[src/rtl/uart_pkg.sv]
// Shared UART definitions: FSM state encoding, parity mode codes, baud divider helper.
// No logic of its own; used by the transmitter now and the receiver later.
// Optional build macro UART_TX_PARITY_EN adds the PARITY state to the encoding.
package uart_pkg;

   localparam int PAR_NONE = 0;
   localparam int PAR_ODD  = 1;
   localparam int PAR_EVEN = 2;

   typedef enum logic [2:0] {
      ST_IDLE   = 3'd0,
      ST_START  = 3'd1,
      ST_DATA   = 3'd2,
`ifdef UART_TX_PARITY_EN
      ST_PARITY = 3'd3,
`endif
      ST_STOP   = 3'd4
   } uart_state_e;

   typedef struct packed {
      logic [31:0] div;
      logic [31:0] cnt_w;
   } baud_cfg_t;

   // Clocks per bit (truncating divide) and the counter width needed to hold 0..div-1.
   function automatic baud_cfg_t baud_cfg(input int clk_freq, input int baud);
      baud_cfg_t c;
      int        div;
      div     = clk_freq / baud;
      c.div   = 32'(div);
      c.cnt_w = (div > 1) ? 32'($clog2(div)) : 32'd1;
      return c;
   endfunction

endpackage

[src/rtl/uart_tx_param_if.sv]
// Ready/valid payload channel into the UART transmitter.
// Transfer happens on a clock edge with tx_valid && tx_ready both high.
// Source holds tx_data stable only while waiting for tx_ready.
interface uart_tx_param_if #(
   parameter int DATA_BITS = 8
) ();

   logic                 tx_valid;
   logic [DATA_BITS-1:0] tx_data;
   logic                 tx_ready;

   modport master (output tx_valid, output tx_data, input tx_ready);
   modport slave  (input tx_valid, input tx_data, output tx_ready);

endinterface

[src/rtl/uart_baud_gen.sv]
// Bit-period timer: counts 0..BAUD_DIV-1 while enabled, ticks on the last count.
// Tick is combinational from the count, so each period is exactly BAUD_DIV cycles.
// No backpressure; clr_i wins over en_i and restarts the period.
module uart_baud_gen #(
   parameter int BAUD_DIV = 10,
   parameter int CNT_W    = 4
) (
   input  logic clk,
   input  logic rst,
   input  logic clr_i,
   input  logic en_i,
   output logic tick_o
);

   localparam logic [CNT_W-1:0] LAST = CNT_W'(BAUD_DIV - 1);

   logic [CNT_W-1:0] cnt_q;
   logic [CNT_W-1:0] cnt_d;

   assign tick_o = en_i && !clr_i && (cnt_q == LAST);

   // Next count: clear, hold when idle, otherwise wrap at the end of the bit period.
   always_comb begin
      cnt_d = cnt_q;
      if (clr_i) begin
         cnt_d = '0;
      end else if (en_i) begin
         if (cnt_q == LAST) begin
            cnt_d = '0;
         end else begin
            cnt_d = cnt_q + CNT_W'(1);
         end
      end
   end

   // Count register.
   always_ff @(posedge clk or posedge rst) begin
      if (rst) begin
         cnt_q <= '0;
      end else begin
         cnt_q <= cnt_d;
      end
   end

endmodule

[src/rtl/uart_tx_param.sv]
// Parametrised UART transmitter: start, DATA_BITS LSB first, optional parity, STOP_BITS stops.
// Line is registered; the start bit appears the cycle after the accepting edge.
// tx_ready is high only in IDLE, so a source waits a full frame; parity needs UART_TX_PARITY_EN.
module uart_tx_param
   import uart_pkg::*;
#(
   parameter int CLK_FREQ  = 100000000,
   parameter int BAUD      = 9600,
   parameter int DATA_BITS = 8,
   parameter int STOP_BITS = 1,
   parameter int PARITY    = 0
) (
   input  logic               clk,
   input  logic               rst,
   uart_tx_param_if.slave     s_if,
   output logic               tx,
   output logic               busy
);

   localparam baud_cfg_t CFG      = baud_cfg(CLK_FREQ, BAUD);
   localparam int        BAUD_DIV = int'(CFG.div);
   localparam int        CNT_W    = int'(CFG.cnt_w);
   localparam int        BIT_W    = $clog2(DATA_BITS + 1);

   localparam logic [BIT_W-1:0] LAST_DATA = BIT_W'(DATA_BITS - 1);
   localparam logic [BIT_W-1:0] LAST_STOP = BIT_W'(STOP_BITS - 1);

   // Reject configurations the frame logic cannot represent.
   if (BAUD_DIV < 2) begin : g_bad_div
      $error("uart_tx_param: CLK_FREQ/BAUD must be at least 2");
   end
   if (DATA_BITS < 5 || DATA_BITS > 9) begin : g_bad_data
      $error("uart_tx_param: DATA_BITS must be 5..9");
   end
   if (STOP_BITS < 1 || STOP_BITS > 2) begin : g_bad_stop
      $error("uart_tx_param: STOP_BITS must be 1 or 2");
   end
   if (PARITY < PAR_NONE || PARITY > PAR_EVEN) begin : g_bad_par
      $error("uart_tx_param: PARITY must be 0, 1 or 2");
   end

   uart_state_e          state_q;
   uart_state_e          state_d;
   logic [BIT_W-1:0]     bit_cnt_q;
   logic [BIT_W-1:0]     bit_cnt_d;
   logic [DATA_BITS-1:0] data_q;
   logic [DATA_BITS-1:0] data_d;
   logic                 tx_q;
   logic                 tx_d;
   logic                 hs;
   logic                 tick;
   logic                 baud_en;

`ifdef UART_TX_PARITY_EN
   localparam bit PAR_ON = (PARITY != PAR_NONE);
   logic par_bit;
   // Even mode makes the total count of ones even; odd mode inverts that.
   assign par_bit = (PARITY == PAR_EVEN) ? ^data_q : ~(^data_q);
`endif

   // Ready is masked during reset so nothing is accepted while the block is held.
   assign s_if.tx_ready = (state_q == ST_IDLE) && !rst;
   assign hs            = s_if.tx_valid && s_if.tx_ready;
   assign baud_en       = (state_q != ST_IDLE);
   assign busy          = (state_q != ST_IDLE);
   assign tx            = tx_q;

   uart_baud_gen #(
      .BAUD_DIV (BAUD_DIV),
      .CNT_W    (CNT_W)
   ) u_baud (
      .clk    (clk),
      .rst    (rst),
      .clr_i  (hs),
      .en_i   (baud_en),
      .tick_o (tick)
   );

   // Frame sequencing, then the line level for whichever state is entered next.
   always_comb begin
      state_d   = state_q;
      bit_cnt_d = bit_cnt_q;
      data_d    = data_q;
      tx_d      = 1'b1;

      case (state_q)
         ST_IDLE: begin
            if (hs) begin
               state_d   = ST_START;
               data_d    = s_if.tx_data;
               bit_cnt_d = '0;
            end
         end
         ST_START: begin
            if (tick) begin
               state_d   = ST_DATA;
               bit_cnt_d = '0;
            end
         end
         ST_DATA: begin
            if (tick) begin
               if (bit_cnt_q == LAST_DATA) begin
                  bit_cnt_d = '0;
`ifdef UART_TX_PARITY_EN
                  state_d   = PAR_ON ? ST_PARITY : ST_STOP;
`else
                  state_d   = ST_STOP;
`endif
               end else begin
                  bit_cnt_d = bit_cnt_q + BIT_W'(1);
               end
            end
         end
`ifdef UART_TX_PARITY_EN
         ST_PARITY: begin
            if (tick) begin
               state_d   = ST_STOP;
               bit_cnt_d = '0;
            end
         end
`endif
         ST_STOP: begin
            // bit_cnt doubles as the stop-bit counter.
            if (tick) begin
               if (bit_cnt_q == LAST_STOP) begin
                  state_d   = ST_IDLE;
                  bit_cnt_d = '0;
               end else begin
                  bit_cnt_d = bit_cnt_q + BIT_W'(1);
               end
            end
         end
         default: begin
            state_d   = ST_IDLE;
            bit_cnt_d = '0;
         end
      endcase

      case (state_d)
         ST_START: tx_d = 1'b0;
         ST_DATA: begin
            for (int i = 0; i < DATA_BITS; i++) begin
               if (bit_cnt_d == BIT_W'(i)) begin
                  tx_d = data_d[i];
               end
            end
         end
`ifdef UART_TX_PARITY_EN
         ST_PARITY: tx_d = par_bit;
`endif
         default: tx_d = 1'b1;
      endcase
   end

   // State, counters, payload and line register; reset forces the line idle at once.
   always_ff @(posedge clk or posedge rst) begin
      if (rst) begin
         state_q   <= ST_IDLE;
         bit_cnt_q <= '0;
         data_q    <= '0;
         tx_q      <= 1'b1;
      end else begin
         state_q   <= state_d;
         bit_cnt_q <= bit_cnt_d;
         data_q    <= data_d;
         tx_q      <= tx_d;
      end
   end

endmodule

[src/flat_wrapper.sv]
// flat-port wrapper written by rule: the top's interface ports become plain ports
module uart_tx_param_flat import uart_pkg::*;
#(
   parameter int CLK_FREQ  = 100000000,
   parameter int BAUD      = 9600,
   parameter int DATA_BITS = 8,
   parameter int STOP_BITS = 1,
   parameter int PARITY    = 0
)
  (clk, rst, tx, busy, s_if_tx_valid, s_if_tx_data, s_if_tx_ready);
  uart_tx_param_if #(.DATA_BITS(DATA_BITS)) s_if_i ();
  input  logic clk;
  input  logic rst;
  output logic tx;
  output logic busy;
  input wire logic [$bits(s_if_i.tx_valid)-1:0] s_if_tx_valid;
  input wire logic [$bits(s_if_i.tx_data)-1:0] s_if_tx_data;
  output wire logic [$bits(s_if_i.tx_ready)-1:0] s_if_tx_ready;
  assign s_if_i.tx_valid = s_if_tx_valid;
  assign s_if_i.tx_data = s_if_tx_data;
  assign s_if_tx_ready = s_if_i.tx_ready;
  uart_tx_param #(.CLK_FREQ(CLK_FREQ), .BAUD(BAUD), .DATA_BITS(DATA_BITS), .STOP_BITS(STOP_BITS), .PARITY(PARITY)) u_core (.clk(clk), .rst(rst), .s_if(s_if_i), .tx(tx), .busy(busy));
endmodule
[config.mk]
export PLATFORM = sky130hd
export DESIGN_NAME = uart_tx_param_flat
export DESIGN_NICKNAME = d
export VERILOG_FILES = /design/src/rtl/uart_pkg.sv /design/src/rtl/uart_tx_param_if.sv /design/src/rtl/uart_baud_gen.sv /design/src/rtl/uart_tx_param.sv /design/src/flat_wrapper.sv
export SDC_FILE = /design/constraint.sdc
export NUM_CORES = 1
export LEC_CHECK = 0
export CORE_MARGIN = 4
export CORE_UTILIZATION = 52
export DETAILED_ROUTE_END_ITERATION = 16
export GPL_ROUTABILITY_DRIVEN = 0
export MAX_ROUTING_LAYER = met4
export PLACE_DENSITY_LB_ADDON = 0.3
export SLEW_MARGIN = 20
export SYNTH_ARGS = -nofsm -noshare
export SYNTH_HDL_FRONTEND = slang
export SYNTH_SLANG_ARGS = --single-unit
[constraint.sdc]
create_clock -name clk -period 2.2 [get_ports clk]
set_input_delay 0.22 -clock clk [delete_from_list [all_inputs] [get_ports clk]]
set_output_delay 0.22 -clock clk [all_outputs]
set_load 0.1 [all_outputs]
=== Word-level counts from Yosys, hierarchy flattened ===
Cells that the tools add are included.

* Register bits: 30
* Bits of input ports: 11
* Output and inout bits: 3

* $add $sub $neg: 2
* Equality and inequality tests: 14
* Multiplexer cells: 28
* Reductions and logical operators: 11

{| class="wikitable"
|+ Operators by type and width
! kind !! number
|-
| 14-bit two-way mux || 3
|-
| 4-bit two-way mux || 6
|-
| 4-bit by 3-bit equality test with 1-bit output (second input constant) || 5
|-
| 3-bit two-way mux || 6
|-
| 8-bit two-way mux || 2
|-
| 4-bit one-hot mux with 4 select lines || 1
|-
| 14-bit by 1-bit adder with 14-bit output (second input constant) || 1
|-
| 14-bit equality test (second input constant) || 1
|-
| 3-bit one-hot mux with 4 select lines || 1
|-
| 4-bit by 2-bit equality test with 1-bit output (second input constant) || 2
|-
| 4-bit logical NOT || 2
|-
| 1-bit two-way mux || 8
|-
| 3-bit by 1-bit equality test with 1-bit output (second input constant) || 2
|-
| 3-bit by 2-bit equality test with 1-bit output (second input constant) || 2
|-
| 4-bit by 1-bit adder with 4-bit output (second input constant) || 1
|-
| 4-bit by 1-bit equality test with 1-bit output (second input constant) || 1
|-
| 1-bit logical AND || 4
|-
| 3-bit equality test (second input constant) || 1
|-
| 3-bit logical NOT || 1
|-
| 3-bit nonzero test || 1
|-
| 1-bit logical NOT || 2
|-
| 1-bit one-hot mux with 2 select lines || 1
|-
| 2-bit nonzero test || 1
|}

=== Logic depth before layout (Yosys ltp) ===
Gate-level depths: netlist of run 1.

* Depth after elaboration: 18
* Depth in mapped cells: 10
* Gate-level depth less buffers: 10

=== Hierarchy ===
A second synthesis of run 1 with hierarchy kept.

* Cell total of the unflattened synthesis: 192
* Area total of the unflattened synthesis: 1891.8 um^2

{| class="wikitable"
|+ Modules (own cells, without submodules)
! module !! times used !! cells each !! area each (um^2)
|-
| uart_tx_param || 1 || 98 || 1038.5
|-
| uart_baud_gen || 1 || 94 || 853.3
|}

=== Worst setup path after synthesis of run 1 ===
Ideal clock, no wire load.

* Path kind: register -> output
* Start point: register u_core.state_q[2]
* End point: output s_if_tx_ready
* Data arrival time: 2303 ps
* Required time: 1980 ps
* Slack: -323 ps
* Stages on the path, launching flop included: 5
* Path through: dfrtp_1 buf_6 nor3_4 inv_4 nor2_1

* Cells in the longest elaborated chain, start to end: 2

{| class="wikitable"
|+ RTL lines
! element !! line !! source
|-
| start: declaration || uart_tx_param.sv:42 || <nowiki>uart_state_e state_q;</nowiki>
|-
| start signal: assignment || uart_tx_param.sv:163 || <nowiki>state_q <= state_d;</nowiki>
|-
| 3-bit logical NOT || uart_tx_param.sv:62 || <nowiki>assign s_if.tx_ready = (state_q == ST_IDLE) && !rst;</nowiki>
|-
| 1-bit logical AND || uart_tx_param.sv:62 ||
|-
| end: declaration || flat_wrapper.sv:18 || <nowiki>output wire logic [$bits(s_if_i.tx_ready)-1:0] s_if_tx_ready;</nowiki>
|}

No other way between the ends.

=== Final worst setup path of run 1 ===
* Start point: register u_core.bit_cnt_q[0]
* End point: register u_core.tx_q (netlist: u_core.tx)

* Cells in the longest elaborated chain, start to end: 14
* Elaborated cells on any way between the ends: 34
* Classes of those cells: add/sub: 1; eq/ne: 10; mux: 21; reduce/logical: 2

{| class="wikitable"
|+ RTL lines
! element !! line !! source
|-
| start: declaration || uart_tx_param.sv:44 || <nowiki>logic [BIT_W-1:0] bit_cnt_q;</nowiki>
|-
| start signal: assignment || uart_tx_param.sv:164 || <nowiki>bit_cnt_q <= bit_cnt_d;</nowiki>
|-
| 4-bit by 1-bit adder with 4-bit output (tied with other cells) || uart_tx_param.sv:110, uart_tx_param.sv:129 ||
|-
| 4-bit two-way mux, on equally long branches || uart_tx_param.sv:125, uart_tx_param.sv:102 ||
|-
| 4-bit two-way mux, on equally long branches || uart_tx_param.sv:124, uart_tx_param.sv:101 ||
|-
| 4-bit one-hot mux with 4 select lines * || uart_tx_param.sv:86 || <nowiki>case (state_q)</nowiki>
|-
| via u_core.bit_cnt_d[2] || uart_tx_param.sv:45 || <nowiki>logic [BIT_W-1:0] bit_cnt_d;</nowiki>
|-
| 4-bit logical NOT || uart_tx_param.sv:143 || <nowiki>if (bit_cnt_d == BIT_W'(i)) begin</nowiki>
|-
| 1-bit two-way mux (7 in series) || uart_tx_param.sv:143 ||
|-
| 1-bit two-way mux * || uart_tx_param.sv:143 ||
|-
| 1-bit one-hot mux with 2 select lines * || uart_tx_param.sv:139 || <nowiki>case (state_d)</nowiki>
|-
| via u_core.tx_d || uart_tx_param.sv:49 || <nowiki>logic tx_d;</nowiki>
|-
| end signal: assignment || uart_tx_param.sv:166 || <nowiki>tx_q <= tx_d;</nowiki>
|-
| end: declaration || uart_tx_param.sv:48 || <nowiki>logic tx_q;</nowiki>
|}

Mark *: on every way through the listed nets, which the timed path passes. The rest lies on a longest branch.
A chain may end at the register's enable or synchronous reset.

==> results of run 1 <==
[worst paths after layout]
kind	start	endpoint	slack, ns	cells after the start
hold / removal	rst	u_core.state_q[0]	0.42	4
hold reg to reg	u_core.data_q[6]	u_core.data_q[6]	0.50	1
setup reg to reg	u_core.bit_cnt_q[0]	u_core.tx	-0.08	9
max in group asynchronous	rst	u_core.tx	1.44	4
min in group clk	u_core.data_q[6]	u_core.data_q[6]	0.50	1
setup / recovery	u_core.bit_cnt_q[0]	u_core.tx	-0.08	9
[logic make-up (layout without fill, tap and decap cells)]
| family | count (synthesis) | count (layout) | synth area share, % |
|---|---|---|---|
| XOR/XNOR | 4 | 4 | 1.95 |
| adder cells (fa/ha/maj) | 3 | 3 | 2.09 |
| AND/OR/NAND/NOR | 66 | 66 | 22.1 |
| flip-flops | 30 | 30 | 41.9 |
| AO/OA/AOI/OAI | 48 | 48 | 21.4 |
| multiplexers | 11 | 11 | 6.76 |
| buffers and inverters | 13 | 46 | 3.83 |
[where the power goes]
group	total (W)	switching (W)	leakage [nW]	internal [W]
clock network	0.000443	0.000208	0.0450	0.000235
logic	0.0000350	0.0000156	0.541	0.0000195
registers	0.000551	0	0.374	0.000551
[cell type report]
class / instances / area (um2) / area share, %
well taps: 46 / 57.6 / 2.66
clock inverters: 3 / 40.0 / 1.85
repair buffers: 29 / 255 / 11.8
flip-flops and latches: 30 / 752 / 34.8
inverters: 9 / 36.3 / 1.68
multi-input cells: 132 / 985 / 45.5
clock buffers: 5 / 37.5 / 1.74
[tightest hold or removal path, cell delays in order]
cell and delay, ns:
clkdlybuf4s50_1 0.42, buf_4 0.15, inv_1 0.05, buf_4 0.34
[through the flow]
stage	cells	hold slack [ns]	util (%)
global route	254	0.468	64.8
finish	254	0.420	64.8
CTS	254	0.429	64.8
detailed placement	246	0.482	62.5
floorplan	175	0.310	-
global placement	246	0.476	62.5
[state kept, by name, indices dropped and copies added (netlist names)]
name and flops:
u_core.state_q 3, u_core.data_q 8, u_core.tx 1, u_core.u_baud.cnt_q 14
u_core.bit_cnt_q 4
[per-layer routing]
| metal | GRT usage [%] | up-vias | part of all wire (%) | routed length, um |
|---|---|---|---|---|
| li1 | - | 693 | - | - |
| met1 | 25.1 | 668 | 47 | 1710 |
| met2 | 29.5 | 31 | 48 | 1760 |
| met3 | 5.23 | 5 | 3.7 | 135 |
| met4 | 5.08 | 0 | 1.1 | 41 |
| met5 | - | - | 0 | 0 |
[cell usage in the layout (no fill, tap or decap), types with 2 or more instances in the layout]
cell type,synthesis,routed
and4_1,3,3
xor2_1,3,3
o31ai_1,2,2
a21oi_1,5,5
and3_1,5,5
inv_1,8,8
nor2_2,1,3
nor2_1,16,14
a22o_1,2,2
clkbuf_4,0,5
and2_1,4,4
dfrtp_1,29,29
buf_4,0,18
clkdlybuf4s50_1,0,10
clkinv_2,0,2
nand3_1,4,4
o211ai_1,2,2
a21oi_2,3,3
mux2i_1,2,2
ha_1,3,3
nand2_2,2,2
nand2_1,16,16
o21ai_0,23,23
mux2_2,9,8
==> flow_metrics.py, run 1 <==
metrics = {
    "status": {
        "status": "finished with violations",
        "violations": "setup timing",
    },
    "floorplan": {
        "die_w_um": 66.8,
        "start_util_pct": 53.8,
        "rows": 21,
        "die_area_um2": 4460,
        "core-area_um2": 3340,
        "ios": 14,
        "fp.dieH_um": 66.8,
    },
    "logic_synthesis": {
        "synth_edf_count": 0,
        "netlist_area_um2": 1800,
        "synth_warnings": 0,
        "yosysMostFrequentCell": "dfrtp_1",
        "synth_top_area_share_pct": 40.4,
        "synthTopCellsByCount": "29 x dfrtp_1, 23 x o21ai_0, 16 x nand2_1, 16 x nor2_1, 9 x mux2_2",
        "syn_area_per_cell_um2": 10.3,
        "synthDistinctLibCells": 52,
        "synth_top_cell_by_area": "dfrtp_1",
        "synthTopCellsByArea": "dfrtp_1 40%, o21ai_0 6.4%, mux2_2 5.6%",
        "yosysSeqAreaShare_pct": 41.9,
        "ys_seq_elements": 30,
        "ys.flop_type": "dfrtp_1",
        "syn_inst": 175,
        "async_flop_share_pct": 100,
        "synth_nets": 189,
    },
    "clocking": {
        "postCtsResizedCells": 0,
        "htree_levels": 2,
        "cts_setup_buffers": 0,
        "cts_buffers": 5,
        "cts_tree": "built",
        "cts_buffer_depth": 2,
        "clk_pin_slew_ns": 0.11,
        "insertion_delay_ns": 0.33,
        "cts_hold_repair.buffers": 0,
        "cts_root_buffer": "clkbuf_4",
        "cts.sinks": 30,
    },
    "worst_setup_path": {
        "cp_data_required_time_ns": 2.46,
        "cp_slowest_cell": "or4b_4",
        "crit_buf_inv": 1,
        "crit_path_end_kind": "register",
        "crit_path_cell_trace": "inv_1 > ha_1 > or3b_4 > a21oi_2 > or4b_4 > o32ai_4 > nand2_2 > o2bb2a_4 > a31oi_4",
        "slowest_delay_ns": 0.49,
        "path_max_fanout": 6,
        "crit_arrival_ns": 2.54,
        "worstSetupStartpointType": "register",
        "critPathTopFamily": "simple AND/OR/NAND/NOR gates",
        "crit_type": "register to register",
    },
    "global_routing": {
        "grt_max_degree": 31,
        "grtUsageTotal_pct": 19.2,
        "grt_first_pass_wirelength_um": 6330,
        "grt_pass1_vias": 1399,
        "grt_antenna_before_repair": 0,
        "grt_remaining_overflow": 0,
    },
    "sta": {
        "tightestPinTransition_ns": 0.573,
        "rsz0062_at_grt": "yes",
        "skew_ns": 0.00857,
        "tns_ns": -0.0831,
        "hold_viol": 0,
        "final-setup-viol-count": 1,
        "relSlewSlack_pct": 61.4,
        "fin_crit_ns": 2.28,
        "fin_ws_ns": -0.0831,
        "slew_violations": 0,
        "fin_crit_sh_pct": 104,
        "fmax_mhz": 438,
    },
    "power": {
        "irDropWorstVdd_v": 0.000276,
        "powerDensity_nw_per_um2": 476,
        "finalPower_w": 0.00103,
        "leakage_nw": 0.960,
    },
    "place": {
        "post_dp_cell_area_um2": 2090,
        "preCtsSetupSlack_ns": -0.0582,
        "dp_hpwl_um": 2690,
        "io_buffers": 13,
    },
    "cells_and_area": {
        "fill_cells": 286,
        "antenna_cells": 0,
        "fin_nets": 221,
        "drive_gt1_share_pct": 30.3,
        "fin_area_um2": 2160,
        "area_growth_pct": 20.4,
    },
    "worst_hold_path": {
        "hp-class": "input pin to async pin",
    },
    "drt": {
        "dr.pass1.iters": 4,
        "drc": 0,
        "vias": 1397,
        "wl_per_cell_um": 14.4,
        "drt_wl_total_um": 3650,
        "ant_nets": 0,
        "via_per_inst": 5.50,
        "drtIter0Drc": 144,
    },
    "job": {
        "cap_violations": 0,
    },
}
No activity file was read; power rests on OpenSTA's default activity.
==> run 2: changes to the inputs <==
--- a/config.mk
+++ b/config.mk
@@ -5,13 +5,14 @@
 export SDC_FILE = /design/constraint.sdc
 export NUM_CORES = 1
 export LEC_CHECK = 0
-export CORE_MARGIN = 4
+export CORE_MARGIN = 3
 export CORE_UTILIZATION = 52
 export DETAILED_ROUTE_END_ITERATION = 16
 export GPL_ROUTABILITY_DRIVEN = 0
 export MAX_ROUTING_LAYER = met4
-export PLACE_DENSITY_LB_ADDON = 0.3
+export PLACE_DENSITY = 0.84
 export SLEW_MARGIN = 20
 export SYNTH_ARGS = -nofsm -noshare
 export SYNTH_HDL_FRONTEND = slang
 export SYNTH_SLANG_ARGS = --single-unit
+export TNS_END_PERCENT = 10
==> run 2 against run 1 <==
The flow still finishes with violations (setup timing). Via count up 5.9%. Non-clock buffer count down 1. Wire length up 3.3%. Critical path type unchanged. Largest cell class unchanged.
==> flow_metrics.py, run 2 (same netlist as run 1, synthesis figures left out) <==
metrics = {
    "cells_and_area": {
        "area_growth_pct": 19.6,
        "final_util_pct": 67.6,
        "fin_nets": 220,
        "drive_gt1_share_pct": 29.5,
        "regMostFlops": "u_core.u_baud.cnt_q",
        "layout_commonest_cell": "dfrtp_1",
        "final_cell_mix": "29 x dfrtp_1, 23 x o21ai_0, 17 x buf_4",
        "top_regs": "u_core.u_baud.cnt_q: 14 flops, u_core.data_q: 8 flops, u_core.bit_cnt_q: 4 flops",
        "largest_register_ff_count": 14,
        "antenna_cells": 0,
    },
    "clocking": {
        "cts.sinks": 30,
        "cts_buffer_depth": 2,
        "cts_root_buffer": "clkbuf_4",
        "postCtsResizedCells": 0,
        "htree_levels": 2,
        "insertion_delay_ns": 0.34,
        "cts_buffers": 5,
        "clk_pin_slew_ns": 0.10,
        "cts_tree": "built",
    },
    "drt": {
        "via_per_inst": 5.89,
        "drt_wl_total_um": 3760,
        "wl_per_cell_um": 15.0,
        "ant_nets": 0,
        "drtIter0Drc": 117,
        "vias": 1479,
        "drc": 0,
        "dr.pass1.iters": 4,
    },
    "sta": {
        "tightestPinTransition_ns": 0.559,
        "whs_ns": 0.351,
        "fin_ws_ns": -0.0761,
        "hold_viol": 0,
        "fin_crit_ns": 2.28,
        "fmax_mhz": 439,
        "relSlewSlack_pct": 62.3,
        "fin_crit_sh_pct": 103,
        "skew_ns": 0.0159,
        "final-setup-viol-count": 1,
        "slew_violations": 0,
        "rsz0062_at_grt": "yes",
    },
    "floorplan": {
        "start_util_pct": 56.5,
        "die_w_um": 64.8,
        "fp.dieH_um": 64.8,
        "rows": 20,
        "ios": 14,
        "die_area_um2": 4200,
        "core-area_um2": 3180,
    },
    "worst_setup_path": {
        "cp.depth": 9,
        "path_max_fanout": 6,
        "cp_slowest_cell": "or4b_4",
        "crit_path_end_kind": "register",
        "crit_type": "register to register",
        "crit_path_cell_trace": "inv_1 > ha_1 > or3b_4 > a21oi_2 > or4b_4 > o32ai_4 > nand2_2 > o2bb2a_4 > a31oi_4",
        "rr_worst_depth": 9,
        "worstSetupStartpointType": "register",
        "cp_data_required_time_ns": 2.46,
        "slowest_delay_ns": 0.49,
        "crit_buf_inv": 1,
        "crit_arrival_ns": 2.53,
        "critPathTopFamily": "simple AND/OR/NAND/NOR gates",
    },
    "global_routing": {
        "grt_max_degree": 31,
        "grtUsageTotal_pct": 20.9,
        "grt_pass1_vias": 1534,
        "grt_first_pass_wirelength_um": 6570,
        "grt_remaining_overflow": 0,
        "grt_antenna_before_repair": 0,
    },
    "status": {
        "status": "finished with violations",
        "violations": "setup timing",
    },
    "worst_hold_path": {
        "hp-class": "input pin to async pin",
    },
    "place": {
        "dp_hpwl_um": 2860,
        "preCtsSetupSlack_ns": -0.104,
        "io_buffers": 13,
    },
    "job": {
        "cap_violations": 0,
    },
    "power": {
        "leakage_nw": 0.950,
        "finalPower_w": 0.000991,
        "irDropWorstVdd_v": 0.000379,
        "powerDensity_nw_per_um2": 461,
    },
}
## run 2: worst paths after layout
kind                                           end  slack, ns           startpoint
min reg2reg                       u_core.data_q[6]       0.50     u_core.data_q[6]
min                        u_core.u_baud.cnt_q[13]       0.35                  rst
max in group asynchronous                u_core.tx       1.52                  rst
min in group clk                  u_core.data_q[6]       0.50     u_core.data_q[6]
max                                      u_core.tx      -0.08  u_core.bit_cnt_q[0]
max reg2reg                              u_core.tx      -0.08  u_core.bit_cnt_q[0]
## run 2: timing repair
action	4_1_cts	5_1_grt
setup buffers	0	0
endpoints found under the setup margin	1	1
hold buffers	0	0
pin swaps	1	0
hold endpoints to repair	0	0
## run 2: layout make-up
class | count | area (um2)
fill | 241 | 1030
multi-input combinational | 132 | 978
sequential | 30 | 752
timing repair buffer | 28 | 248
clock buffer | 8 | 78.8
tap | 44 | 55.1
inverter | 9 | 36.3
## run 2: metal layers
| layer | track usage, % | routed length, um | vias to the layer above |
|---|---|---|---|
| met2 | 36.0 | 1910 | 49 |
| li1 | - | - | 693 |
| met3 | 5.89 | 214 | 10 |
| met1 | 22.2 | 1560 | 727 |
| met5 | - | 0 | - |
| met4 | 9.50 | 84 | 0 |
## run 2: power breakdown
part	leakage (nW)	switching, W	internal, W
Sequential	0.374	0	0.000551
Clock	0.0446	0.000189	0.000218
Combinational	0.530	0.0000152	0.0000173
Total	0.950	0.000204	0.000787
## run 2: stage by stage
stage	cells	TNS, ns	cell area, um2
after global routing	251	-0.190	2150
final	251	-0.0761	2150
after global placement	243	-0.0193	2070
after CTS	251	-0.0813	2150
after floorplan	175	-0.0198	1800
after detailed placement	243	-0.104	2070
## run 2: worst min-delay path, cell delays in order
cell	delay [ns]
clkdlybuf4s50_1	0.46
inv_1	0.08
buf_4	0.35
==> run 3: changes to the inputs <==
--- a/config.mk
+++ b/config.mk
@@ -7,6 +7,7 @@
 export LEC_CHECK = 0
 export CORE_MARGIN = 3
 export CORE_UTILIZATION = 52
+export CTS_CLUSTER_DIAMETER = 100
 export DETAILED_ROUTE_END_ITERATION = 16
 export GPL_ROUTABILITY_DRIVEN = 0
 export MAX_ROUTING_LAYER = met4
==> results of run 3 <==
No change in the layout: final DEF, timing and power equal those of run 2.
